### config.mk
export PLATFORM = sky130hd
export DESIGN_NAME = mu0_control
export DESIGN_NICKNAME = d
export VERILOG_FILES = /design/src/rtl/mu0_control_pkg.sv /design/src/rtl/mu0_control_decode.sv /design/src/rtl/mu0_control.sv
export SDC_FILE = /design/constraint.sdc
export NUM_CORES = 1
export LEC_CHECK = 0
export BUFFER_PORTS_ARGS = -buffer_cell sky130_fd_sc_hd__buf_2
export CORE_MARGIN = 3
export CORE_UTILIZATION = 45
export CTS_CLUSTER_SIZE = 16
export DETAILED_ROUTE_END_ITERATION = 8
export GPL_ROUTABILITY_DRIVEN = 1
export GPL_TIMING_DRIVEN = 0
export PLACE_DENSITY = 0.84
export SYNTH_ARGS = -nofsm -noshare
export SYNTH_HDL_FRONTEND = slang
export SYNTH_SLANG_ARGS = --single-unit
### constraint.sdc
create_clock -name clk -period 1.87 [get_ports clk]
set_clock_uncertainty 0.05 [all_clocks]
set_input_delay 0.561 -clock clk [delete_from_list [all_inputs] [get_ports clk]]
set_output_delay 0.561 -clock clk [all_outputs]
set_load 0.05 [all_outputs]
### src/rtl/mu0_control_pkg.sv
// Shared MU0 control definitions: FSM states, opcodes, ALU function codes
// and the packed control word driven towards the datapath.
package mu0_control_pkg;

  typedef enum logic [1:0] {
    StIdle  = 2'd0,
    StFetch = 2'd1,
    StExec  = 2'd2,
    StHalt  = 2'd3
  } state_e;

  localparam logic [3:0] OP_LDA = 4'h0;
  localparam logic [3:0] OP_STA = 4'h1;
  localparam logic [3:0] OP_ADD = 4'h2;
  localparam logic [3:0] OP_SUB = 4'h3;
  localparam logic [3:0] OP_JMP = 4'h4;
  localparam logic [3:0] OP_JGE = 4'h5;
  localparam logic [3:0] OP_JNE = 4'h6;
  localparam logic [3:0] OP_STP = 4'h7;

  localparam logic [1:0] ALU_FS_Y   = 2'b00;
  localparam logic [1:0] ALU_FS_ADD = 2'b01;
  localparam logic [1:0] ALU_FS_SUB = 2'b10;
  localparam logic [1:0] ALU_FS_INC = 2'b11;

  typedef struct packed {
    logic       x_sel;
    logic       y_sel;
    logic       addr_sel;
    logic [1:0] alu_fs;
    logic       acc_ce;
    logic       pc_ce;
    logic       ir_ce;
    logic       acc_oe;
    logic       mem_rd;
    logic       mem_wr;
  } ctrl_t;

endpackage

### src/rtl/mu0_control_decode.sv
// Combinational MU0 decoder: (state, opcode, ACC flags, mem_rdy) -> control word.
// Register enables of memory ops fire only in the cycle memory completes.
module mu0_control_decode
  import mu0_control_pkg::*;
(
  input  state_e     state,
  input  logic [3:0] opcode,
  input  logic       acc_z,
  input  logic       acc_n,
  input  logic       mem_rdy,
  output ctrl_t      ctrl
);

  always_comb begin
    ctrl = '0;
    unique case (state)
      StFetch: begin
        ctrl.x_sel  = 1'b1;
        ctrl.alu_fs = ALU_FS_INC;
        ctrl.mem_rd = 1'b1;
        ctrl.ir_ce  = mem_rdy;
        ctrl.pc_ce  = mem_rdy;
      end
      StExec: begin
        case (opcode)
          OP_LDA, OP_ADD, OP_SUB: begin
            ctrl.addr_sel = 1'b1;
            ctrl.mem_rd   = 1'b1;
            ctrl.acc_ce   = mem_rdy;
            ctrl.alu_fs   = (opcode == OP_LDA) ? ALU_FS_Y :
                            (opcode == OP_ADD) ? ALU_FS_ADD : ALU_FS_SUB;
          end
          OP_STA: begin
            ctrl.addr_sel = 1'b1;
            ctrl.mem_wr   = 1'b1;
            ctrl.acc_oe   = 1'b1;
          end
          OP_JMP, OP_JGE, OP_JNE: begin
            ctrl.y_sel  = 1'b1;
            ctrl.alu_fs = ALU_FS_Y;
            ctrl.pc_ce  = (opcode == OP_JMP) ? 1'b1 :
                          (opcode == OP_JGE) ? ~acc_n : ~acc_z;
          end
          default: ;
        endcase
      end
      default: ;
    endcase
  end

endmodule

### src/rtl/mu0_control.sv
// MU0 control FSM: fetch/execute sequencing, memory wait watchdog,
// sticky error flags and retired-instruction counter.
module mu0_control
  import mu0_control_pkg::*;
#(
  parameter int unsigned MEM_TIMEOUT = 255,
  parameter int unsigned CNT_W       = 16
) (
  input  logic             clk,
  input  logic             reset_n,
  input  logic             run,
  input  logic [3:0]       opcode,
  input  logic             acc_z,
  input  logic             acc_n,
  input  logic             mem_rdy,
  output logic             x_sel,
  output logic             y_sel,
  output logic             addr_sel,
  output logic [1:0]       alu_fs,
  output logic             acc_ce,
  output logic             pc_ce,
  output logic             ir_ce,
  output logic             acc_oe,
  output logic             mem_rd,
  output logic             mem_wr,
  output logic             halted,
  output logic             bus_err,
  output logic             illegal,
  output logic [CNT_W-1:0] instr_count
);

  // Counter only needs to hold 0..MEM_TIMEOUT-1; the last wait cycle times out.
  localparam int unsigned WaitW = (MEM_TIMEOUT > 1) ? $clog2(MEM_TIMEOUT) : 1;

  state_e           state_q, state_d;
  logic [WaitW-1:0] wcnt_q, wcnt_d;
  logic [CNT_W-1:0] count_q, count_d;
  logic             bus_err_q, bus_err_d;
  logic             illegal_q, illegal_d;
  ctrl_t            ctrl;
  logic             stall, timeout;

  mu0_control_decode u_decode (
    .state   (state_q),
    .opcode  (opcode),
    .acc_z   (acc_z),
    .acc_n   (acc_n),
    .mem_rdy (mem_rdy),
    .ctrl    (ctrl)
  );

  assign stall   = (ctrl.mem_rd | ctrl.mem_wr) & ~mem_rdy;
  assign timeout = (MEM_TIMEOUT != 0) && stall && (wcnt_q == WaitW'(MEM_TIMEOUT - 1));

  always_comb begin
    state_d   = state_q;
    wcnt_d    = '0;
    count_d   = count_q;
    bus_err_d = bus_err_q;
    illegal_d = illegal_q;
    if (stall && !timeout) wcnt_d = wcnt_q + 1'b1;
    unique case (state_q)
      StIdle, StHalt: begin
        if (run) begin
          state_d   = StFetch;
          bus_err_d = 1'b0;
          illegal_d = 1'b0;
        end
      end
      StFetch: begin
        if (timeout) begin
          state_d   = StHalt;
          bus_err_d = 1'b1;
        end else if (mem_rdy) begin
          state_d = StExec;
        end
      end
      StExec: begin
        if (opcode[3]) begin
          state_d   = StHalt;
          illegal_d = 1'b1;
        end else if (timeout) begin
          state_d   = StHalt;
          bus_err_d = 1'b1;
        end else if (!stall) begin
          state_d = (opcode == OP_STP) ? StHalt : StFetch;
          count_d = count_q + 1'b1;
        end
      end
      default: ;
    endcase
  end

  always_ff @(posedge clk or negedge reset_n) begin
    if (!reset_n) begin
      state_q   <= StIdle;
      wcnt_q    <= '0;
      count_q   <= '0;
      bus_err_q <= 1'b0;
      illegal_q <= 1'b0;
    end else begin
      state_q   <= state_d;
      wcnt_q    <= wcnt_d;
      count_q   <= count_d;
      bus_err_q <= bus_err_d;
      illegal_q <= illegal_d;
    end
  end

  assign x_sel       = ctrl.x_sel;
  assign y_sel       = ctrl.y_sel;
  assign addr_sel    = ctrl.addr_sel;
  assign alu_fs      = ctrl.alu_fs;
  assign acc_ce      = ctrl.acc_ce;
  assign pc_ce       = ctrl.pc_ce;
  assign ir_ce       = ctrl.ir_ce;
  assign acc_oe      = ctrl.acc_oe;
  assign mem_rd      = ctrl.mem_rd;
  assign mem_wr      = ctrl.mem_wr;
  assign halted      = (state_q == StHalt);
  assign bus_err     = bus_err_q;
  assign illegal     = illegal_q;
  assign instr_count = count_q;

endmodule
==> key figures, run 1 <==
Die
  – Core Footprint: between 3000 and 4000 um^2
  – Die ar.: 4140 um^2
  – # rows: 20
  – IO Count: 40
  – Die Wd: 64.3 um
  – Die height: 64.3 um
  – Initial core utilization: between 40 and 50%

Timing
  – Final hold vios: 0
  – Final worst slack: -0.518 ns
  – Tcrit/Tclk final: 128%
  – Final setup violating endpoints: 33
  – Min cycle time layout: between 2 and 2.5 ns
  – Slew Limit Fails: 0
  – Max_slew headroom: 58.8%
  – RSZ-0062 raised after global routing: yes
  – Fmax: 419 MHz
  – Least-Margin Pin Slew: just over 0.6 ns

Run status
  – Status: finished, violations left
  – Violated checks: negative setup slack

Yosys
  – Synth Area in Compound Gates: 11.8%
  – Synth Area in XOR/XNOR: between 10% and 20%
  – Synth Cell Area: ~1500 um^2
  – Ys flop type: dfrtp_1
  – Synth Area in Adders: 4.90%
  – Ys async rst share: 100%
  – Syn Inst Count: 157
  – Synth Register Bits: 28
  – Post-synth EDFFs: 0
  – Mapped Avg Cell Area: 9.75 um^2
  – Sequential-to-total area share from yosys stat: 45.8%
  – Post-synthesis simple-gate area fraction: 21.5%
  – Synth unique cells: 35
  – Largest family of logic cells by synthesized area: simple AND/OR/NAND/NOR gates
  – Syn nets: 173
  – Multiplexer area fraction after synthesis: 1.39%
  – Synthesis warning total: 0

Power and ir drop
  – Cell leakage power: 1.11 nW
  – Tot Pwr: 3.07 mW
  – VDD IR max: 785 uV
  – Pwr Density: 1310 nW/um^2

Routing
  – Routed WL: 4200 um
  – Vias per inst: 5.46
  – DRC: 0
  – Antenna-violating nets left: 0
  – DR WL/cell: approximately 16 um
  – DR vias: 1,437
  – Iteration count of the initial detailed-routing pass: 4
  – Initial drt markers: 66

Placement
  – Post-DP Area: 1870 um^2
  – HPWL after DPL: approximately 2400 um
  – Gpl congestion: 0.799
  – Input/output buffers: 39
  – DP Cell Count: 240

CTS
  – TritonCTS Sinks: 28
  – CTS tree: built
  – H-tree depth: 1
  – Worst-Skew Late Latency: 0.33 ns
  – CTS root buf: clkbuf_4
  – TritonCTS Buffers: 3
  – Worst-path clk slew: 0.16 ns
  – CTS hold repair buffers: 0
  – Max Root-Sink Buffers: 2

Global routing
  – First-pass GRT wire length: 6700 um
  – Busiest grt layer: met2
  – GRT met1 Usage: roughly a quarter
  – GR Util met3: ~4.4%
  – Total track usage: 20.7%
  – Vias in the first global route: 1,410
  – Largest net degree at the start of global routing: 29
  – Initial antenna violation count: 0
  – Met2 Use GR: 34.5%
  – Total gr overflow: 0

Setup path
  – Reg2reg end: state_q[1]
  – Max incr delay on CP: 0.42 ns
  – CP startpoint kind: flip-flop
  – Slowest CP cell: dfrtp_1
  – Crit-path max FO: 8
  – Crit-path cells: inv_2, ha_4, nor3b_4, buf_6, nand3b_4, clkinvlp_4, buf_8, buf_8
  – R2R Setup Slk: -0.22 ns
  – Worst EP arrival: ~1.8 ns
  – Setup crit end kind: primary output
  – Depth of the worst register-to-register path: 10
  – WP data required: 1.26 ns
  – CP most frequent cell: buf_8
  – RR Startpoint: state_q[0]
  – Critical path class: flip-flop to primary output

Finish
  – Commonest cells after routing, fill and taps aside: 28 x dfrtp_1, 28 x buf_2, 15 x nand2_1
  – Multi-input combinational cell area: 1020 um^2
  – Final cell count without fillers: 263
  – Final #Nets: roughly 240
  – Synthesis-to-finish area growth: 52.9%
  – # diodes: 0
  – Layout fillers: 213
  – Post-route design area: 2340 um^2
  – Share of layout cells above drive strength 1: 50.2%
  – Sequential Area: approximately 700 um^2

Hold path
  – Min-Delay Path Class: input port to asynchronous set/reset pin

Job
  – Maxcap violations: 0
worst max-delay path by stage:
stage | start | to | slack [ns] | depth (start not counted)
5_1_grt | state_q[0] | mem_wr | -0.61 | 8
6_report | state_q[0] | mem_wr | -0.52 | 8
2_1_floorplan | state_q[0] | mem_wr | -0.69 | 6
3_3_place_gp | opcode[3] | mem_wr | -0.49 | 6
4_1_cts | state_q[1] | alu_fs[1] | -0.46 | 6
3_5_place_dp | opcode[3] | mem_wr | -0.50 | 6
registers in the layout (all words and copies together) (netlist names):
| register | cells |
|---|---|
| bus_err | 1 |
| illegal | 1 |
| instr_count | 16 |
| state_q | 2 |
| wcnt_q | 8 |
kinds of logic after synthesis:
logic type      count (synthesis)
simple gates                   63
buf+inv                        10
flops                          28
fa+ha+maj                       6
compound gates                 27
xor+xnor                       21
mux                             2
stage by stage:
stage | setup TNS (ns) | util, % | hold slack, ns | setup slack [ns]
floorplan | -7.29 | - | 0.215 | -0.688
global placement | -6.28 | 59.2 | 0.407 | -0.493
detailed placement | -7.37 | 59.2 | 0.412 | -0.495
CTS | -4.81 | 70.7 | 0.189 | -0.463
global route | -9.17 | 74.2 | 0.189 | -0.608
finish | -6.34 | 74.2 | 0.169 | -0.518
where the power goes:
part	switching [mW]	internal, mW	total (mW)	leakage, nW
Combinational	1.18	0.827	2.00	0.709
Clock	0.184	0.119	0.303	0.0210
Sequential	0.0823	0.680	0.762	0.382
critical path: cells and delay by family (launching register included):
| family | cells | cell delay (ns) |
|---|---|---|
| adders and majority gates | 1 | 0.16 |
| buffers and inverters | 5 | 0.56 |
| DFF | 1 | 0.42 |
| and+or+nand+nor | 2 | 0.29 |
cell type report:
type | instances | share of cell area (%)
multi-input combinational | 119 | 43.7
buffer | 3 | 1.55
inverter | 7 | 1.28
sequential | 28 | 29.9
clock buffer | 4 | 1.55
timing repair buffer | 58 | 19.7
tap | 44 | 2.35
synthesized netlist by cell type (2+ instances only):
master / number / share of area (%)
a21o_1: 2 / 0.98
a21oi_1: 13 / 4.2
a31o_2: 2 / 1.1
a31oi_1: 2 / 0.82
and2_1: 2 / 0.82
and3_1: 4 / 1.6
and4_1: 4 / 2.3
clkbuf_1: 2 / 0.49
dfrtp_1: 28 / 46
ha_1: 6 / 4.9
inv_1: 7 / 1.7
nand2_1: 18 / 4.4
nand2b_1: 2 / 0.82
nand3_1: 8 / 2.6
nand4_1: 3 / 1.2
nor2_1: 15 / 3.7
nor2b_1: 2 / 0.82
xnor2_1: 10 / 5.7
xor2_1: 11 / 6.3
per-layer routing:
layer	vias up	part of all wire, %
met3	12	4.3
met2	42	53
met4	0	3.0
met5	-	0
met1	721	39
li1	662	-
what timing repair did:
action / CTS / global route
buffers inserted: 15 / 4
pin swaps: 10 / 12
setup endpoints to repair: 36 / 38
gates resized for setup: 52 / 20
endpoints found under the hold margin: 0 / 0
Note: power is estimated with default switching activity, not from simulation.
==> run 2: changes to the inputs <==
--- a/config.mk
+++ b/config.mk
@@ -7,12 +7,11 @@
 export LEC_CHECK = 0
 export BUFFER_PORTS_ARGS = -buffer_cell sky130_fd_sc_hd__buf_2
 export CORE_MARGIN = 3
-export CORE_UTILIZATION = 45
+export CORE_UTILIZATION = 47
 export CTS_CLUSTER_SIZE = 16
 export DETAILED_ROUTE_END_ITERATION = 8
 export GPL_ROUTABILITY_DRIVEN = 1
-export GPL_TIMING_DRIVEN = 0
-export PLACE_DENSITY = 0.84
+export PLACE_DENSITY = 0.87
 export SYNTH_ARGS = -nofsm -noshare
 export SYNTH_HDL_FRONTEND = slang
 export SYNTH_SLANG_ARGS = --single-unit
==> key figures, run 2 (synthesis results as in run 1) <==
Routing
  – DR vias: 1,379
  – Routed WL: 3670 um
  – Antenna-violating nets left: 0
  – Iteration count of the initial detailed-routing pass: 4
  – DRC: 0
  – Initial drt markers: 52
  – DR WL/cell: between 10 and 15 um
  – Vias per inst: 5.15

Global routing
  – Total gr overflow: 0
  – First-pass GRT wire length: 6000 um
  – Total track usage: 18.6%
  – Vias in the first global route: 1,359
  – Largest net degree at the start of global routing: 29
  – Initial antenna violation count: 0

Setup path
  – CP startpoint kind: flip-flop
  – Crit-path cells: inv_2, ha_4, nor3b_4, buf_6, nand3b_4, clkinvlp_4, buf_8
  – Critical path class: flip-flop to primary output
  – Crit-path max FO: 6
  – Max incr delay on CP: 0.41 ns
  – Worst EP arrival: 1.74 ns
  – Slowest CP cell: dfrtp_1
  – Largest delay contributor family on the critical path: buffers and inverters
  – Critical path buffer and inverter count: 4
  – WP data required: 1.26 ns
  – Setup crit end kind: primary output

Timing
  – Final hold vios: 0
  – Setup TNS: -5.88 ns
  – Least-Margin Pin Slew: ~0.59 ns
  – Slew Limit Fails: 0
  – RSZ-0062 raised after global routing: yes
  – Min cycle time layout: 2.35 ns
  – Max_slew headroom: 60.7%
  – Tcrit/Tclk final: 126%
  – Final setup violating endpoints: 27
  – Fmax: 426 MHz
  – Final worst slack: -0.479 ns

Die
  – Core Footprint: 3080 um^2
  – Die height: 63.1 um
  – Die Wd: 63.1 um
  – Die ar.: 3980 um^2
  – IO Count: 40
  – # rows: 20
  – Initial core utilization: 49.8%

Finish
  – Final design utilization: about three quarters
  – Final #Nets: roughly 240
  – Share of layout cells above drive strength 1: about 46%
  – Multi-input combinational cell area: 955 um^2
  – # diodes: 0
  – Synthesis-to-finish area growth: 47.7%
  – Sequential Area: between 700 and 800 um^2
  – Commonest non-fill, non-tap cell in the layout: buf_4
  – Layout fillers: 235
  – Commonest cells after routing, fill and taps aside: 30 x buf_4, 28 x dfrtp_1, 27 x buf_2
  – Max reg flops: 16

CTS
  – TritonCTS Buffers: 3
  – CTS hold repair buffers: 0
  – CTS root buf: clkbuf_4
  – Max Root-Sink Buffers: 2
  – CTS tree: built
  – Worst-path clk slew: 0.13 ns
  – H-tree depth: 1
  – Worst-Skew Late Latency: roughly 0.32 ns
  – TritonCTS Sinks: 28

Placement
  – HPWL after DPL: roughly 2500 um
  – Gpl congestion: roughly 0.77
  – Input/output buffers: 39

Hold path
  – Min-Delay Path Class: input port to asynchronous set/reset pin

Run status
  – Status: finished, violations left
  – Violated checks: negative setup slack

Power and ir drop
  – Pwr Density: 1230 nW/um^2
  – VDD IR max: 681 uV
  – Cell leakage power: 1.11 nW

Job
  – Maxcap violations: 0
run 2: final cells by class:
type / instances / area share, %
Multi-Input combinational cell: 119 / 42.2
Sequential cell: 28 / 31.0
Timing Repair Buffer: 67 / 22.1
Tap cell: 44 / 2.43
Inverter: 7 / 1.33
Clock buffer: 3 / 0.996
run 2: where the power goes:
part | internal (mW) | switching [mW]
Combinational | 0.708 | 1.08
Sequential | 0.680 | 0.0798
Clock | 0.0755 | 0.157
run 2: per-stage QoR:
step | hold WS (ns) | cells | instance area [um^2] | total power [mW] | setup WS, ns
2_1_floorplan | 0.215 | 157 | 1620 | 1.83 | -0.688
3_3_place_gp | 0.407 | 256 | 1990 | 2.18 | -0.298
3_5_place_dp | 0.412 | 256 | 1990 | 2.21 | -0.352
4_1_cts | 0.185 | 266 | 2180 | 2.69 | -0.468
5_1_grt | 0.183 | 268 | 2260 | 2.93 | -0.590
6_report | 0.175 | 268 | 2260 | 2.78 | -0.479
run 2: final timing paths:
kind / start / to / slack, ns / cells after the start
min reg2reg: instr_count[15] / instr_count[15] / 0.43 / 1
max in group asynchronous: reset_n / instr_count[12] / 1.21 / 1
min: reset_n / wcnt_q[4] / 0.17 / 1
max reg2reg: state_q[1] / instr_count[5] / -0.22 / 11
max: state_q[0] / acc_oe / -0.48 / 7
min in group clk: instr_count[15] / instr_count[15] / 0.43 / 1
run 2: repair_timing:
item	CTS	global route
setup buffers	7	4
pin swaps	12	6
endpoints found under the setup margin	29	39
gates resized for setup	34	16
endpoints found under the hold margin	0	0
run 2: routing by layer:
metal | GRT usage, % | vias to the layer above | share of wire [%]
met5 | 0 | - | 0
met3 | 2.32 | 4 | 3.5
met1 | 22.4 | 656 | 45
met2 | 33.5 | 43 | 51
met4 | 7.16 | 0 | 0.84
li1 | - | 676 | -
run 2: worst register-to-register path, stage by stage (launching register included):
cell	delay (ns)
dfrtp_1	0.43
buf_4	0.15
inv_2	0.04
ha_4	0.17
buf_4	0.14
buf_4	0.13
nor2b_4	0.12
o22ai_4	0.10
a21oi_2	0.19
buf_4	0.15
and4_1	0.21
xor2_1	0.14
